File: config.mk
export PLATFORM = sky130hd
export DESIGN_NAME = corr_seen_collector_flat
export DESIGN_NICKNAME = d
export VERILOG_FILES = /design/src/rtl/ssc_pkg.sv /design/src/rtl/corr_seen_collector_if.sv /design/src/rtl/ssc_event_fifo.sv /design/src/rtl/corr_seen_collector.sv /design/src/flat_wrapper.sv
export SDC_FILE = /design/constraint.sdc
export NUM_CORES = 1
export LEC_CHECK = 0
export ABC_AREA = 1
export CORE_MARGIN = 4
export CORE_UTILIZATION = 45
export DETAILED_ROUTE_END_ITERATION = 10
export HOLD_SLACK_MARGIN = 0.08
export PLACE_DENSITY = 0.7
export SYNTH_ARGS = -nofsm -noshare
export SYNTH_HDL_FRONTEND = slang
export SYNTH_SLANG_ARGS = --single-unit
File: constraint.sdc
create_clock -name clk -period 2.5 [get_ports clk]
set_clock_uncertainty 0.1 [all_clocks]
set_input_delay 0.25 -clock clk [delete_from_list [all_inputs] [get_ports clk]]
set_output_delay 0.25 -clock clk [all_outputs]
set_load 0.03 [all_outputs]
File: src/rtl/ssc_pkg.sv
// Shared constants for the correlation-seen collector: register map,
// event-queue entry layout and the address decode helper.
package ssc_pkg;

   localparam logic [15:0] CSEEN_ADDR = 16'h0108;
   localparam logic [15:0] EVQ_ADDR   = 16'h010C;
   localparam logic [15:0] IMASK_ADDR = 16'h0110;
   localparam logic [15:0] EVST_ADDR  = 16'h0114;

   // Pop-word layout: {valid, ovf, 18'b0, count[5:0], 1'b0, idx[4:0]}
   localparam int EVQ_IDX_LSB   = 0;
   localparam int EVQ_IDX_W     = 5;
   localparam int EVQ_CNT_LSB   = 6;
   localparam int EVQ_CNT_W     = 6;
   localparam int EVQ_OVF_BIT   = 30;
   localparam int EVQ_VALID_BIT = 31;

   localparam int EVST_OVF_BIT   = 31;
   localparam int EVST_FLUSH_BIT = 0;

   typedef enum logic [2:0] {
      REG_NONE,
      REG_CSEEN,
      REG_EVQ,
      REG_IMASK,
      REG_EVST
   } regSelT;

   function automatic regSelT decodeReg(input logic [15:0] addr);
      case (addr)
         CSEEN_ADDR: return REG_CSEEN;
         EVQ_ADDR:   return REG_EVQ;
         IMASK_ADDR: return REG_IMASK;
         EVST_ADDR:  return REG_EVST;
         default:    return REG_NONE;
      endcase
   endfunction

   function automatic logic [31:0] packEvq(input logic valid, input logic ovf,
                                           input logic [EVQ_CNT_W-1:0] cnt,
                                           input logic [EVQ_IDX_W-1:0] idx);
      logic [31:0] word;
      word = '0;
      word[EVQ_VALID_BIT]             = valid;
      word[EVQ_OVF_BIT]               = ovf;
      word[EVQ_CNT_LSB +: EVQ_CNT_W]  = cnt;
      word[EVQ_IDX_LSB +: EVQ_IDX_W]  = idx;
      return word;
   endfunction

endpackage

File: src/rtl/corr_seen_collector_if.sv
// Register bus shared by the correlator channels and the collector.
interface corr_seen_collector_if;

   logic [31:0] addr;
   logic [31:0] Wdata;
   logic        write;
   logic        read;
   logic [31:0] Rdata;

   modport master (output addr, output Wdata, output write, output read, input Rdata);
   modport slave  (input addr, input Wdata, input write, input read, output Rdata);

endinterface

File: src/rtl/ssc_event_fifo.sv
// Synchronous FIFO holding channel indices of detection events.
// A push into a full FIFO is accepted only when a pop frees space in the same cycle.
module ssc_event_fifo #(
   parameter int DEPTH = 8,
   parameter int WIDTH = 5
) (
   input  logic                         clk,
   input  logic                         rst_n,
   input  logic                         push_i,
   input  logic                         pop_i,
   input  logic                         flush_i,
   input  logic [WIDTH-1:0]             wdata_i,
   output logic [WIDTH-1:0]             rdata_o,
   output logic [$clog2(DEPTH+1)-1:0]   count_o,
   output logic                         full_o,
   output logic                         empty_o
);

   localparam int PW = $clog2(DEPTH);
   localparam int CW = $clog2(DEPTH+1);

   logic [WIDTH-1:0] mem_q [DEPTH];
   logic [PW-1:0]    wrPtr_q, wrPtr_d;
   logic [PW-1:0]    rdPtr_q, rdPtr_d;
   logic [CW-1:0]    count_q, count_d;
   logic             doPush;
   logic             doPop;

   assign empty_o = (count_q == '0);
   assign full_o  = (count_q == CW'(DEPTH));
   assign doPop   = pop_i && !empty_o && !flush_i;
   assign doPush  = push_i && !flush_i && (!full_o || doPop);
   assign rdata_o = mem_q[rdPtr_q];
   assign count_o = count_q;

   // Pointers rely on natural binary wrap since DEPTH is a power of two
   always_comb begin
      wrPtr_d = wrPtr_q;
      rdPtr_d = rdPtr_q;
      count_d = count_q;
      if (flush_i) begin
         wrPtr_d = '0;
         rdPtr_d = '0;
         count_d = '0;
      end else begin
         if (doPush) wrPtr_d = wrPtr_q + PW'(1);
         if (doPop)  rdPtr_d = rdPtr_q + PW'(1);
         count_d = count_q + CW'(doPush) - CW'(doPop);
      end
   end

   always_ff @(posedge clk or negedge rst_n) begin
      if (!rst_n) begin
         wrPtr_q <= '0;
         rdPtr_q <= '0;
         count_q <= '0;
      end else begin
         wrPtr_q <= wrPtr_d;
         rdPtr_q <= rdPtr_d;
         count_q <= count_d;
      end
   end

   always_ff @(posedge clk) begin
      if (doPush) mem_q[wrPtr_q] <= wdata_i;
   end

endmodule

File: src/rtl/corr_seen_collector.sv
// Collects per-channel correlation-detect flags into a sticky clear-on-read
// register, an ordered event queue and a maskable interrupt.
module corr_seen_collector
   import ssc_pkg::*;
#(
   parameter int NCH        = 32,
   parameter int FIFO_DEPTH = 8
) (
   input  logic                  clk,
   input  logic                  rst_n,
   corr_seen_collector_if.slave  bus,
   input  logic [NCH-1:0]        cseen,
   output logic                  irq
);

   localparam int CW = $clog2(FIFO_DEPTH+1);

   logic [NCH-1:0] cseenDly_q;
   logic [NCH-1:0] seen_q, seen_d;
   logic [NCH-1:0] mask_q, mask_d;
   logic [NCH-1:0] pending_q, pending_d;
   logic           ovf_q, ovf_d;
   logic           irq_q;

   logic [NCH-1:0] risingEdge;
   logic [NCH-1:0] pendOneHot;
   logic [4:0]     pendIdx;
   logic           anyPending;
   regSelT         regSel;
   logic           wrEn, rdEn;
   logic           seenRd, popReq, flushReq, ovfClr, pushReq, popOk, drop;
   logic [4:0]     fifoHead;
   logic [CW-1:0]  fifoCount;
   logic [5:0]     count6;
   logic           fifoFull, fifoEmpty;
   logic           unusedBits;

   assign risingEdge = cseen & ~cseenDly_q;
   assign regSel     = decodeReg(bus.addr[15:0]);
   assign wrEn       = bus.write;
   assign rdEn       = bus.read && !bus.write;
   assign seenRd     = rdEn && (regSel == REG_CSEEN);
   assign popReq     = rdEn && (regSel == REG_EVQ);
   assign flushReq   = wrEn && (regSel == REG_EVST) && bus.Wdata[EVST_FLUSH_BIT];
   assign ovfClr     = wrEn && (regSel == REG_EVST) && bus.Wdata[EVST_OVF_BIT];
   assign anyPending = |pending_q;
   assign pushReq    = anyPending && !flushReq;
   assign popOk      = popReq && !fifoEmpty;
   assign drop       = pushReq && fifoFull && !popOk;
   assign count6     = 6'(fifoCount);
   assign irq        = irq_q;
   assign unusedBits = ^{bus.addr[31:16], bus.Wdata};

   // Lowest-index pending channel wins; scanning downward leaves the lowest set bit last
   always_comb begin
      pendIdx    = '0;
      pendOneHot = '0;
      for (int i = NCH-1; i >= 0; i--) begin
         if (pending_q[i]) begin
            pendIdx       = 5'(i);
            pendOneHot    = '0;
            pendOneHot[i] = 1'b1;
         end
      end
   end

   ssc_event_fifo #(
      .DEPTH (FIFO_DEPTH),
      .WIDTH (5)
   ) u_fifo (
      .clk     (clk),
      .rst_n   (rst_n),
      .push_i  (pushReq),
      .pop_i   (popReq),
      .flush_i (flushReq),
      .wdata_i (pendIdx),
      .rdata_o (fifoHead),
      .count_o (fifoCount),
      .full_o  (fifoFull),
      .empty_o (fifoEmpty)
   );

   // A read of seen clears every bit it returned; edges landing the same cycle are ORed back in
   always_comb begin
      seen_d    = (seenRd ? '0 : seen_q) | risingEdge;
      mask_d    = mask_q;
      pending_d = pending_q;
      ovf_d     = ovf_q;
      if (wrEn && (regSel == REG_IMASK)) mask_d = bus.Wdata[NCH-1:0];
      if (flushReq)     pending_d = '0;
      else if (pushReq) pending_d = pending_q & ~pendOneHot;
      pending_d = pending_d | risingEdge;
      if (ovfClr) ovf_d = 1'b0;
      if (drop)   ovf_d = 1'b1;
   end

   always_ff @(posedge clk or negedge rst_n) begin
      if (!rst_n) begin
         cseenDly_q <= '0;
         seen_q     <= '0;
         mask_q     <= '0;
         pending_q  <= '0;
         ovf_q      <= 1'b0;
         irq_q      <= 1'b0;
      end else begin
         cseenDly_q <= cseen;
         seen_q     <= seen_d;
         mask_q     <= mask_d;
         pending_q  <= pending_d;
         ovf_q      <= ovf_d;
         irq_q      <= |(seen_q & mask_q);
      end
   end

   // Head index is forced to zero when empty so stale storage never leaks out
   always_comb begin
      bus.Rdata = '0;
      if (bus.read) begin
         case (regSel)
            REG_CSEEN: bus.Rdata = 32'(seen_q);
            REG_EVQ:   bus.Rdata = packEvq(!fifoEmpty, ovf_q, count6,
                                           fifoEmpty ? 5'd0 : fifoHead);
            REG_IMASK: bus.Rdata = 32'(mask_q);
            REG_EVST:  bus.Rdata = {ovf_q, 25'b0, count6};
            default:   bus.Rdata = '0;
         endcase
      end
   end

endmodule

File: src/flat_wrapper.sv
// flat-port wrapper written by rule: the top's interface ports become plain ports
module corr_seen_collector_flat import ssc_pkg::*;
#(
   parameter int NCH        = 32,
   parameter int FIFO_DEPTH = 8
)
  (clk, rst_n, cseen, irq, bus_addr, bus_Wdata, bus_write, bus_read, bus_Rdata);
  corr_seen_collector_if bus_i ();
  input  logic clk;
  input  logic rst_n;
  input  logic [NCH-1:0] cseen;
  output logic irq;
  input wire logic [$bits(bus_i.addr)-1:0] bus_addr;
  input wire logic [$bits(bus_i.Wdata)-1:0] bus_Wdata;
  input wire logic [$bits(bus_i.write)-1:0] bus_write;
  input wire logic [$bits(bus_i.read)-1:0] bus_read;
  output wire logic [$bits(bus_i.Rdata)-1:0] bus_Rdata;
  assign bus_i.addr = bus_addr;
  assign bus_i.Wdata = bus_Wdata;
  assign bus_i.write = bus_write;
  assign bus_i.read = bus_read;
  assign bus_Rdata = bus_i.Rdata;
  corr_seen_collector #(.NCH(NCH), .FIFO_DEPTH(FIFO_DEPTH)) u_core (.clk(clk), .rst_n(rst_n), .bus(bus_i), .cseen(cseen), .irq(irq));
endmodule
# Yosys cells after proc, flatten, opt, wreduce, memory -nomap -nowiden
# Memories as Yosys holds them, arrays and structs flattened.
# Cells that the tools add are included.
dict set report totals {
  regBits 140
  mem_bits_rw 40
  word_cells 136
  mem_count 1
}
dict set report classes {
  add_sub_neg 4
  n_eq_ne 9
  muxes 80
  bitwise_logic 7
  n_reduce_logical 26
}
# memory words width rd rd_ports_with_merged_regs write_ports line_no
set mem_list {}
lappend mem_list {u_core.u_fifo.mem_q 8 5 1 0 1 ssc_event_fifo.sv:22} ;# logic [WIDTH-1:0] mem_q [DEPTH];
# operator n
set op_table {}
lappend op_table {{$mux 32} 36}
lappend op_table {{$mux 5} 33}
lappend op_table {{$pmux 32 s4} 1}
lappend op_table {{$and 32x32->32} 3}
lappend op_table {{$eq 16x9->1 const B} 4}
lappend op_table {{$not 32->32} 2}
lappend op_table {{$or 32x32->32} 2}
lappend op_table {{$reduce_or 32->1} 2}
lappend op_table {{$logic_and 1x1->1} 14}
lappend op_table {{$mux 3} 4}
lappend op_table {{$pmux 3 s4} 1}
lappend op_table {{$add 3x1->3 const B} 2}
lappend op_table {{$eq 3x2->1 const B} 2}
lappend op_table {{$reduce_bool 2->1} 3}
lappend op_table {{$logic_not 1->1} 5}
lappend op_table {{$add 4x1->4} 1}
lappend op_table {{$eq 4x4->1 const B} 1}
lappend op_table {{$logic_not 4->1} 1}
lappend op_table {{$mux 1} 4}
lappend op_table {{$mux 4} 1}
lappend op_table {{$sub 4x1->4} 1}
lappend op_table {{$eq 3x1->1 const B} 1}
lappend op_table {{$eq 3x3->1 const B} 1}
lappend op_table {{$logic_or 1x1->1} 1}

# Depth between registers and ports, before layout
# Gate-level depths: netlist of the first run.
dict set report depth {
  ltp_word 37
  mapped_depth 25
}

# Modules after synthesis
# A second synthesis of the first run with hierarchy kept.
dict set report unflattened {
  hier_cells 875
  area_unflattened_um2 8323.0
}
# module n_inst cells_each area_per_inst_um2 seq_area_each_um2
set by_module_without_submodules {}
lappend by_module_without_submodules {corr_seen_collector 1 670 6077.1 3253.1}
lappend by_module_without_submodules {ssc_event_fifo 1 205 2245.9 1451.4}

# Worst setup path after synthesis of the first run
# OpenSTA, ideal clock, no wires.
dict set report synth_timing {
  path_kind {input port to flip-flop}
  start {input bus_addr[13]}
  end {register u_core.u_fifo.count_q[2], in the netlist u_core.u_fifo.count_o[2]}
  setup_time_ns 0.131
  arrival_ns 2.542
  required_ns 2.269
  slack_ns -0.273
  cell_stages 17
  path_buffers 0
  path_cell_list {nor4_1 -> and3_2 -> nand2_2 -> nor2_4 -> nand2_4 -> nor2_4 -> inv_2 -> nand3_2 -> inv_2 -> nor2_8 -> inv_2 -> ha_1 -> inv_1 -> ha_1 -> fa_1 -> xnor2_1 -> nor2_1}
}
dict set report synth_between {
  elab_chain_len 12
  elab_cells_between_ends 20
  cone_classes {add/sub (2); eq/ne (6); mux (2); reduce/logical (10)}
}
# item line_no
set synth_lines {}
lappend synth_lines {{start, declared} flat_wrapper.sv:13} ;# input wire logic [$bits(bus_i.addr)-1:0] bus_addr;
lappend synth_lines {{$eq 16x9->1} ssc_pkg.sv:30} ;# case (addr)
lappend synth_lines {{$pmux 3 s4 *} ssc_pkg.sv:30}
lappend synth_lines {{$eq 3x3->1} corr_seen_collector.sv:44} ;# assign flushReq = wrEn && (regSel == REG_EVST) && bus.Wdata[EVST_FLUSH_BIT];
lappend synth_lines {{$logic_and 1x1->1 (2 in a row)} corr_seen_collector.sv:44}
lappend synth_lines {{$logic_not 1->1} {ssc_event_fifo.sv:31, ssc_event_fifo.sv:32, corr_seen_collector.sv:47}}
lappend synth_lines {{$logic_and 1x1->1 (on tied branches)} {corr_seen_collector.sv:47, ssc_event_fifo.sv:31}}
lappend synth_lines {{$logic_and 1x1->1 / $logic_or 1x1->1 (equally long branches)} ssc_event_fifo.sv:32} ;# assign doPush = push_i && !flush_i && (!full_o || doPop);
lappend synth_lines {{$logic_and 1x1->1} ssc_event_fifo.sv:32}
lappend synth_lines {{$add 4x1->4} ssc_event_fifo.sv:48} ;# count_d = count_q + CW'(doPush) - CW'(doPop);
lappend synth_lines {{$sub 4x1->4} ssc_event_fifo.sv:48}
lappend synth_lines {{$mux 4 *} ssc_event_fifo.sv:41} ;# if (flush_i) begin
lappend synth_lines {{named net u_core.u_fifo.count_d[2]} ssc_event_fifo.sv:25} ;# logic [CW-1:0] count_q, count_d;
lappend synth_lines {{end signal, assigned} ssc_event_fifo.sv:60} ;# count_q <= count_d;
lappend synth_lines {{end, declared} ssc_event_fifo.sv:25}
# Mark *: on every way through the listed nets, which the timed path passes. The rest lies on a longest branch.
# A chain may end at the register's enable or synchronous reset.

# Worst setup path in the final report of the first run
dict set report layout_timing {
  start {register u_core.pending_q[9]}
  end {register u_core.u_fifo.count_q[1], in the netlist u_core.u_fifo.count_o[1]}
}
dict set report layout_between {
  elab_chain_len 7
}
# item line_no
set layout_lines {}
lappend layout_lines {{start, declared} corr_seen_collector.sv:21} ;# logic [NCH-1:0] pending_q, pending_d;
lappend layout_lines {{start signal, assigned} corr_seen_collector.sv:109} ;# pending_q <= pending_d;
lappend layout_lines {{$reduce_or 32->1} corr_seen_collector.sv:46} ;# assign anyPending = |pending_q;
lappend layout_lines {{$logic_and 1x1->1} corr_seen_collector.sv:47} ;# assign pushReq = anyPending && !flushReq;
lappend layout_lines {{$logic_and 1x1->1 (2 in a row)} ssc_event_fifo.sv:32}
lappend layout_lines {{$add 4x1->4} ssc_event_fifo.sv:48}
lappend layout_lines {{$sub 4x1->4} ssc_event_fifo.sv:48}
lappend layout_lines {{$mux 4} ssc_event_fifo.sv:41}
lappend layout_lines {{named net u_core.u_fifo.count_d[1]} ssc_event_fifo.sv:25}
# The timed path passes the listed nets, and every way through them passes these cells.

==> results.md, run 1 <==
- The flow ran to the end, and the final reports show no timing, DRC or antenna violations.
- The dominant synthesized flop cell is sky130_fd_sc_hd__dfrtp_1.
- The area overhead of the layout relative to synthesis is 40.4%.
- The total track usage is 0.225.
- In this run the tightest slew margin relative to its limit is 0.503.
- In the synthesized netlist, the number of instances is ~870.
- Counting every sink on the clock net gives 180.
- The critical path goes through nor2_2 -> inv_2 -> nor2_4 -> inv_2 -> nor2_4 -> inv_2 -> nor2_2 -> nand2_2 -> nand2_4 -> nor2_8 -> inv_2 -> ha_4 -> inv_2 -> ha_4 -> fa_2 -> inv_2 -> nor2_1.
- The die is 144 um tall.
- Summed over all layers, the routed wires come to 22900 um.
- In this design, the stage delay of the slowest critical-path cell is 430 ps.
- The number of antenna violations at the first check in global routing was 0.
- The number of rows created at floorplan is 49.
- Routability-driven placement finished with a final weighted congestion of 0.896.
- STA puts the critical path data required time at 2710 ps.
- The maximum buffer depth of the clock tree is 2.
- After floorplanning, the core was sized to cover 18000 um^2.
- After layout, the worst setup slack is slightly below 5 ps.
- CTS placed an instance of sky130_fd_sc_hd__clkbuf_16 at the clock tree root.
- During synthesis, Yosys emitted a total of 0 warnings.
- After synthesis, the share of flip-flops with an asynchronous set or reset is 0.778.
- The clock network latency to the later pin of the worst-skew pair is 420 ps.
- The HPWL after detailed placement is between 15000 and 20000 um.
- The accumulated negative setup slack is 0 ps.
- Of the post-synthesis cell area, the dominant cell type holds 0.423.
- Dividing the final minimum period by the clock period gives 0.998.
- VDD sags by at most 0.000563 V.
- In this run, the number of DRC markers left after iteration 0 of detailed routing was 552.
- The flip-flop and latch count after synthesis is between 150 and 200.
- The total CTS buffers is 17.
- The max-slew violation count is 0.
- The number of global-route vias before repair is 7253.
- For this run, the register share of the synthesized area comes to 0.568.
- The critical path in this run is classified as flop to flop.
- By area the synthesized netlist is led by sky130_fd_sc_hd__dfrtp_1 42%, sky130_fd_sc_hd__edfxtp_1 15%, sky130_fd_sc_hd__nand2_1 6.4%, sky130_fd_sc_hd__o21ai_0 5.8%, sky130_fd_sc_hd__inv_1 4.7%.
- Setup violations remaining at the end of the flow were counted as 0.
- The leakage power is a little over 0.005 uW.
- The unique cell type count in the Yosys netlist is 46.
- The kind of path behind the tightest hold check is input pin to flop.
- The net count of the mapped netlist is 974.
- The nature of the critical path startpoint is a flop.
- The number of enable flip-flop cells after synthesis is 40.
- The power density of the placed cells is 624 nW/um^2.
- The cell with the largest stage delay on the worst path is sky130_fd_sc_hd__fa_2.
- The cell seen most often among critical-path stages is sky130_fd_sc_hd__inv_2.
- The pre-antenna-repair detailed-routing pass consisted of 4 iterations.
- The count of port buffers added during placement is 116.
- The number of max-capacitance violations reported is 0.
- Using the TritonRoute via totals, the vias-per-cell ratio works out to 5.34.
- The hold violation count in the final report was 0.
- The count of placed standard cells including taps is 1294.
- The deepest level of the CTS H-tree is 4.
- Setup repair after global routing could not meet its margin everywhere.
- STA classifies the critical path endpoint as a flop.
- For the pin with the worst max-slew slack, the measured transition is around 750 ps.
- Counting instances in the post-synthesis netlist gives the leading cell types as 141 x sky130_fd_sc_hd__nand2_1, 140 x sky130_fd_sc_hd__dfrtp_1, 103 x sky130_fd_sc_hd__inv_1.
- For this configuration, the core starts out at a cell density of 0.459.
- The first global-routing pass estimated 36400 um of wire.
- The total number of nets in the final design is approximately 1200.
- Entering global routing, the biggest net connects between 100 and 150 pins.
- Clock-pin slew was measured on the worst setup and hold paths at around 60 ps.
- 0 antenna diodes ended up in the layout.
- The synthesized area per cell is 9.57 um^2.
- For this block, the via count after detailed routing is 7248.
- The minimum clock period is 2500 ps.
- In the final layout, the share of cells above drive strength 1 is 0.277.
- The width of the chip is 144 um.
- The mapped netlist covers 8280 um^2.
- The top-level port count is 133.
- The final cell utilization of the core is 0.645.
- TritonCTS built the clock tree.
- The maximum fanout along the worst path is 2.
- Based on the critical path, the design can be clocked at up to 0.401 GHz.
- The cell type contributing the most total cell area after synthesis is sky130_fd_sc_hd__dfrtp_1.
- The total global routing overflow is 0.
- The arrival time at the worst endpoint is 2700 ps.
- The minimum setup slack after placement is -666 ps.
- The die area is 20600 um^2.
- The finished layout holds 1357 standard cells, fillers aside.
- By instance count, the leading cell after synthesis is sky130_fd_sc_hd__nand2_1.
- The remaining antenna violation count after routing is 0.
- Dividing the detail-routed wire length by the instance count gives 16.9 um.
- The count of unresolved DRC violations after routing is 0.
## placed cells by master (no fill, tap or decap), types with 7 or more instances in the layout
cell type and instances:
sky130_fd_sc_hd__o32ai_1 8, sky130_fd_sc_hd__buf_4 156, sky130_fd_sc_hd__a21oi_1 45, sky130_fd_sc_hd__nand2_1 136
sky130_fd_sc_hd__clkdlybuf4s50_1 68, sky130_fd_sc_hd__buf_12 12, sky130_fd_sc_hd__dlygate4sd2_1 7, sky130_fd_sc_hd__o22ai_1 8
sky130_fd_sc_hd__inv_1 88, sky130_fd_sc_hd__nor2_1 54, sky130_fd_sc_hd__o21ai_0 95, sky130_fd_sc_hd__nor2_4 11
sky130_fd_sc_hd__nand3_1 43, sky130_fd_sc_hd__edfxtp_1 40, sky130_fd_sc_hd__buf_6 10, sky130_fd_sc_hd__clkbuf_16 18
sky130_fd_sc_hd__mux2_1 18, sky130_fd_sc_hd__inv_2 25, sky130_fd_sc_hd__nor3_1 10, sky130_fd_sc_hd__dfrtp_1 139
sky130_fd_sc_hd__nor2_2 19, sky130_fd_sc_hd__nand4_1 7, sky130_fd_sc_hd__a221oi_1 8
## flip-flops by register name, summed over array words and instances, names as in the netlist
signal,count
u_core.u_fifo.mem_q,40
u_core.cseenDly_q,32
u_core.mask_q,32
u_core.pending_q,32
u_core.seen_q,32
u_core.u_fifo.count_o,4
u_core.u_fifo.rdPtr_q,3
u_core.u_fifo.wrPtr_q,3
u_core.irq,1
u_core.ovf_q,1
## metrics by stage
step                hold slack (ps)  total power (uW)  area, um^2
floorplan                      -146              4040        8280
global placement                306              4590       10500
detailed placement              309              4620       10500
CTS                             171              7230       11400
global route                    172              7610       11600
finish                          185              7250       11600
## timing repair
item,in CTS,in global routing
setup endpoints to repair,35,76
pin swaps,32,43
endpoints found under the hold margin,140,0
hold buffers,1,0
gates resized for setup,59,49
setup buffers,26,8
cloned,0,0
## layer usage
layer	GRT usage	part of all wire	vias to the layer above
met5	0	0	-
met4	0.0649	0.019	0
met3	0.0519	0.071	29
met2	0.358	0.47	245
met1	0.310	0.44	3534
li1	-	-	3440
## cell families (layout without fill, tap and decap cells)
logic type / count (synthesis) / count (layout) / synth area share
xor gates and xnor gates: 2 / 2 / 0.00212
buffers and inverters: 143 / 406 / 0.0686
AOI/OAI and AO/OA: 201 / 201 / 0.143
and+or+nand+nor: 306 / 306 / 0.169
muxes: 24 / 24 / 0.0354
adders and majority gates: 9 / 9 / 0.0145
DFF: 180 / 180 / 0.568
## worst paths after layout
kind | depth (start not counted) | endpoint | slack [ps] | from
hold reg to reg | 1 | u_core.pending_q[0] | 330 | u_core.cseenDly_q[0]
setup / recovery | 17 | u_core.u_fifo.count_o[1] | 5 | u_core.pending_q[9]
hold / removal | 1 | u_core.cseenDly_q[22] | 190 | cseen[22]
max in group asynchronous | 3 | u_core.pending_q[26] | 1300 | rst_n
min in group asynchronous | 3 | u_core.mask_q[10] | 400 | rst_n
setup reg to reg | 17 | u_core.u_fifo.count_o[1] | 5 | u_core.pending_q[9]
## worst max-delay path: cells and delay by family, from the launching register on
family                   cells  cell delay, ps
AND/OR/NAND/NOR              8             750
adder cells (fa/ha/maj)      3             750
buffers and inverters        6             350
flip-flops                   1             410
## layout make-up
| class | instances | area [um^2] |
|---|---|---|
| fillers | 1419 | 6400 |
| flip-flops and latches | 180 | 4710 |
| multi-input cells | 542 | 3290 |
| repair buffers | 261 | 2330 |
| clock buffers | 23 | 489 |
| inverters | 115 | 439 |
| well taps | 229 | 287 |
| clock inverters | 7 | 73.8 |
## where the power goes
group	switching, uW	internal (uW)	total (uW)
clock network	1080	1480	2550
logic	669	579	1250
registers	123	3330	3450
Note: power is estimated with default switching activity, not from simulation.
==> run 2, diff against run 1 <==
SLEW_MARGIN = 40   (was not set)
==> results of run 2 <==
Final layout, timing and power as in run 1 (identical DEF).
==> run 3, diff against run 2 <==
CAP_MARGIN = 20   (was not set)
CORE_UTILIZATION = 49   (was 45)
PLACE_DENSITY = 0.75   (was 0.7)
==> results.md, run 3 (synthesis results as in run 1) <==
- Outcome: complete, but fails checks (was finished clean).
- The final reports fail on negative setup slack.
- The pin count of the biggest net entering global routing is 62 (was 141).
- The share of post-route cells with drive strength above 1 is 0.289 (was 0.277).
- The count of placed standard cells including taps is 1280 (was 1294).
- The power density of the placed cells is 610 nW/um^2 (was 624 nW/um^2).
- The count of port buffers added during placement came to 116 (unchanged).
- The number of global-route vias before repair is 7474 (was 7253).
- The kind of path behind the tightest hold check is input pin to flop (unchanged).
- The footprint of the multi-input gates came to 3290 um^2 (about the same).
- The number of max-capacitance violations reported is 0 (unchanged).
- The arrival time at the worst endpoint is 2750 ps (was 2700 ps).
- The maximum frequency from static timing analysis was 0.396 GHz (was 0.401 GHz).
- The TritonCTS clock tree is yes (unchanged).
- The total number of vias is 7534 (was 7248).
- Most used cells in the layout excluding fill and tap cells: 173 x sky130_fd_sc_hd__buf_4, 139 x sky130_fd_sc_hd__dfrtp_1, 137 x sky130_fd_sc_hd__nand2_1 (was 156 x sky130_fd_sc_hd__buf_4, 139 x sky130_fd_sc_hd__dfrtp_1, 136 x sky130_fd_sc_hd__nand2_1).
- The register containing the most flip-flops in the final layout is u_core.u_fifo.mem_q (unchanged).
- The HPWL after detailed placement came to 16400 um (was 16200 um).
- The total global routing overflow is 0 (unchanged).
- The leakage power is 0.00511 uW (was 0.00509 uW).
- The gate family responsible for the most delay along the worst path is adder cells (was simple AND/OR/NAND/NOR gates).
- The area overhead of the layout relative to synthesis is 40.8% (was 40.4%).
- The deepest level of the CTS H-tree is 4 (unchanged).
- The core footprint was 16600 um^2 (was 18000 um^2).
- The slew at the pin closest to its max-slew limit is 629 ps (was 745 ps).
- The remaining antenna violation count after routing is 0 (unchanged).
- The count of filler cells inserted in the layout is 1154 (was 1419).
- The max-slew violation count is 0 (unchanged).
- The detailed route wirelength on metal3 was 2050 um (was 1620 um).
- The worst vdd rail ir drop is 0.000574 V (was 0.000563 V).
- The minimum setup slack after placement is -665 ps (was -666 ps).
- The number of antenna violations at the first check in global routing was 0 (unchanged).
- The nature of the critical path startpoint is a flop (unchanged).
- The area occupied by registers is 4710 um^2 (unchanged).
- The flip-flop count of the largest register, all copies and words added is 40 (unchanged).
- The number of DRC violations after detailed-routing iteration 0 was 682 (was 552).
- The type of the worst setup path is flop to flop (unchanged).
- The detail-routed net length per standard cell is 17.7 um (was 16.9 um).
- The hold violation count in the final report was 0 (unchanged).
- The count of unresolved DRC violations after routing is 0 (unchanged).
- The number of search-and-repair iterations in the first detailed-routing pass is 5 (was 4).
- The accumulated negative setup slack was -27.6 ps (was 0 ps).
- The width of the chip came to 138 um (was 144 um).
- The number of rows created at floorplan is 47 (was 49).
- The delay of the slowest cell on the worst path is 430 ps (about the same).
- The total detailed-routing wirelength came to 24300 um (was 22900 um).
- The die area was 19000 um^2 (was 20600 um^2).
- The worst path required time came to 2720 ps (was 2710 ps).
- The ratio of final minimum period to clock period is 1.01 (was 0.998).
- Sequence of cells on the critical path: buf_4 -> nor2_4 -> inv_2 -> nor3_4 -> inv_1 -> nor2_1 -> inv_1 -> nor2_2 -> nand2_2 -> nand2_4 -> nor2_8 -> inv_2 -> ha_4 -> inv_2 -> ha_4 -> fa_2 -> inv_2 -> nor2_2 (was nor2_2 -> inv_2 -> nor2_4 -> inv_2 -> nor2_4 -> inv_2 -> nor2_2 -> nand2_2 -> nand2_4 -> nor2_8 -> inv_2 -> ha_4 -> inv_2 -> ha_4 -> fa_2 -> inv_2 -> nor2_1).
- The count of buffer and inverter cells on the critical path came to 7 (was 6).
- The clock network latency to the later pin of the worst-skew pair was 430 ps (was 420 ps).
- The minimum clock period was 2530 ps (was 2500 ps).
- The count of antenna diodes in the layout is 0 (unchanged).
- The starting density of the core was 0.499 (was 0.459).
- RSZ-0062 raised after global routing: yes (unchanged).
- The total number of nets in the final design is 1244 (was 1226).
- The most common cell after layout, fill and taps aside was sky130_fd_sc_hd__buf_4 (unchanged).
- The met2 routed wirelength came to 11800 um (was 10900 um).
- The number of sinks handled by clock tree synthesis was 180 (unchanged).
- The wire length on met1 is 9740 um (was 10000 um).
- The top layer reached by signal wires is met4 (unchanged).
- The setup slack after layout was -27.6 ps (was 4.97 ps).
- The maximum buffer depth of the clock tree is 2 (unchanged).
- The cell with the largest stage delay on the worst path is sky130_fd_sc_hd__fa_2 (unchanged).
- The type of element capturing the critical path is a flop (unchanged).
- The cell seen most often among critical-path stages is sky130_fd_sc_hd__inv_2 (unchanged).
- The count of placed standard cells in the final layout, fillers left out was 1368 (was 1357).
- The total track usage was 0.253 (was 0.225).
- The average vias per placed instance was 5.51 (was 5.34).
- The clock edge transition at the registers on the reported setup and hold paths was 70 ps (was 60 ps).
- The headroom to the max-slew limit is 0.580 (was 0.503).
- The total of endpoints with negative setup slack in the final report came to 1 (was 0).
- The total CTS buffers is 17 (unchanged).
- The top-level port count is 133 (unchanged).
- The wire length of the first global-routing pass is 36900 um (was 36400 um).
- The die boundary height is 138 um (was 144 um).
- The buffer type at the clock tree root is sky130_fd_sc_hd__clkbuf_16 (unchanged).
- The last weighted congestion value of the routability-driven placer is 0.936 (was 0.896).
- The maximum fanout along the worst path is 2 (unchanged).
[run 3: final timing paths]
path | from | to | slack (ps) | cells after the start
worst max-delay path | u_core.pending_q[24] | u_core.u_fifo.count_o[1] | -30 | 18
worst min-delay path | cseen[9] | u_core.cseenDly_q[9] | 180 | 1
worst max register to register | u_core.pending_q[24] | u_core.u_fifo.count_o[1] | -30 | 18
worst min register to register | u_core.cseenDly_q[0] | u_core.pending_q[0] | 320 | 1
max in group asynchronous | rst_n | u_core.cseenDly_q[17] | 1340 | 3
min in group asynchronous | rst_n | u_core.mask_q[5] | 250 | 2
[run 3: final cells by class]
cell class | count | share of cell area
repair buffers | 279 | 0.208
clock buffers | 20 | 0.0375
clock inverters | 12 | 0.00719
multi-input cells | 542 | 0.283
flip-flops and latches | 180 | 0.404
well taps | 220 | 0.0236
inverters | 115 | 0.0377
[run 3: power by group]
group	internal (uW)	total, uW	switching [uW]
Clock	1270	2390	1120
Sequential	3330	3450	123
Combinational	583	1280	693
[run 3: worst register-to-register path: stages, from the launching register on]
cell and delay (ps):
sky130_fd_sc_hd__dfrtp_1 390, sky130_fd_sc_hd__buf_4 140, sky130_fd_sc_hd__nor2_4 70, sky130_fd_sc_hd__inv_2 50, sky130_fd_sc_hd__nor3_4 130, sky130_fd_sc_hd__inv_1 50, sky130_fd_sc_hd__nor2_1 80, sky130_fd_sc_hd__inv_1 60
sky130_fd_sc_hd__nor2_2 120, sky130_fd_sc_hd__nand2_2 110, sky130_fd_sc_hd__nand2_4 110, sky130_fd_sc_hd__nor2_8 40, sky130_fd_sc_hd__inv_2 60, sky130_fd_sc_hd__ha_4 190, sky130_fd_sc_hd__inv_2 60, sky130_fd_sc_hd__ha_4 130
sky130_fd_sc_hd__fa_2 430, sky130_fd_sc_hd__inv_2 60, sky130_fd_sc_hd__nor2_2 30
[run 3: metrics by stage]
step	hold slack (ps)	cell area, um^2	total power [uW]	utilization
6_report	184	11700	7110	0.703
5_1_grt	170	11700	7430	0.703
4_1_cts	164	11400	7050	0.686
3_5_place_dp	160	10400	4610	0.629
3_3_place_gp	153	10400	4570	0.629
2_1_floorplan	-146	8280	4040	-
[run 3: metal layers]
layer  global-route usage  up-vias
met5                    0        -
met4                0.106        0
met3               0.0613       54
met2                0.414      350
met1                0.325     3652
li1                     -     3478
[run 3: timing repair]
| item | in CTS | in global routing |
|---|---|---|
| hold endpoints to repair | 58 | 0 |
| buffers inserted | 45 | 11 |
| hold buffers | 1 | 0 |
| gates resized for setup | 49 | 64 |
| setup endpoints to repair | 35 | 57 |
| pin swaps | 21 | 26 |
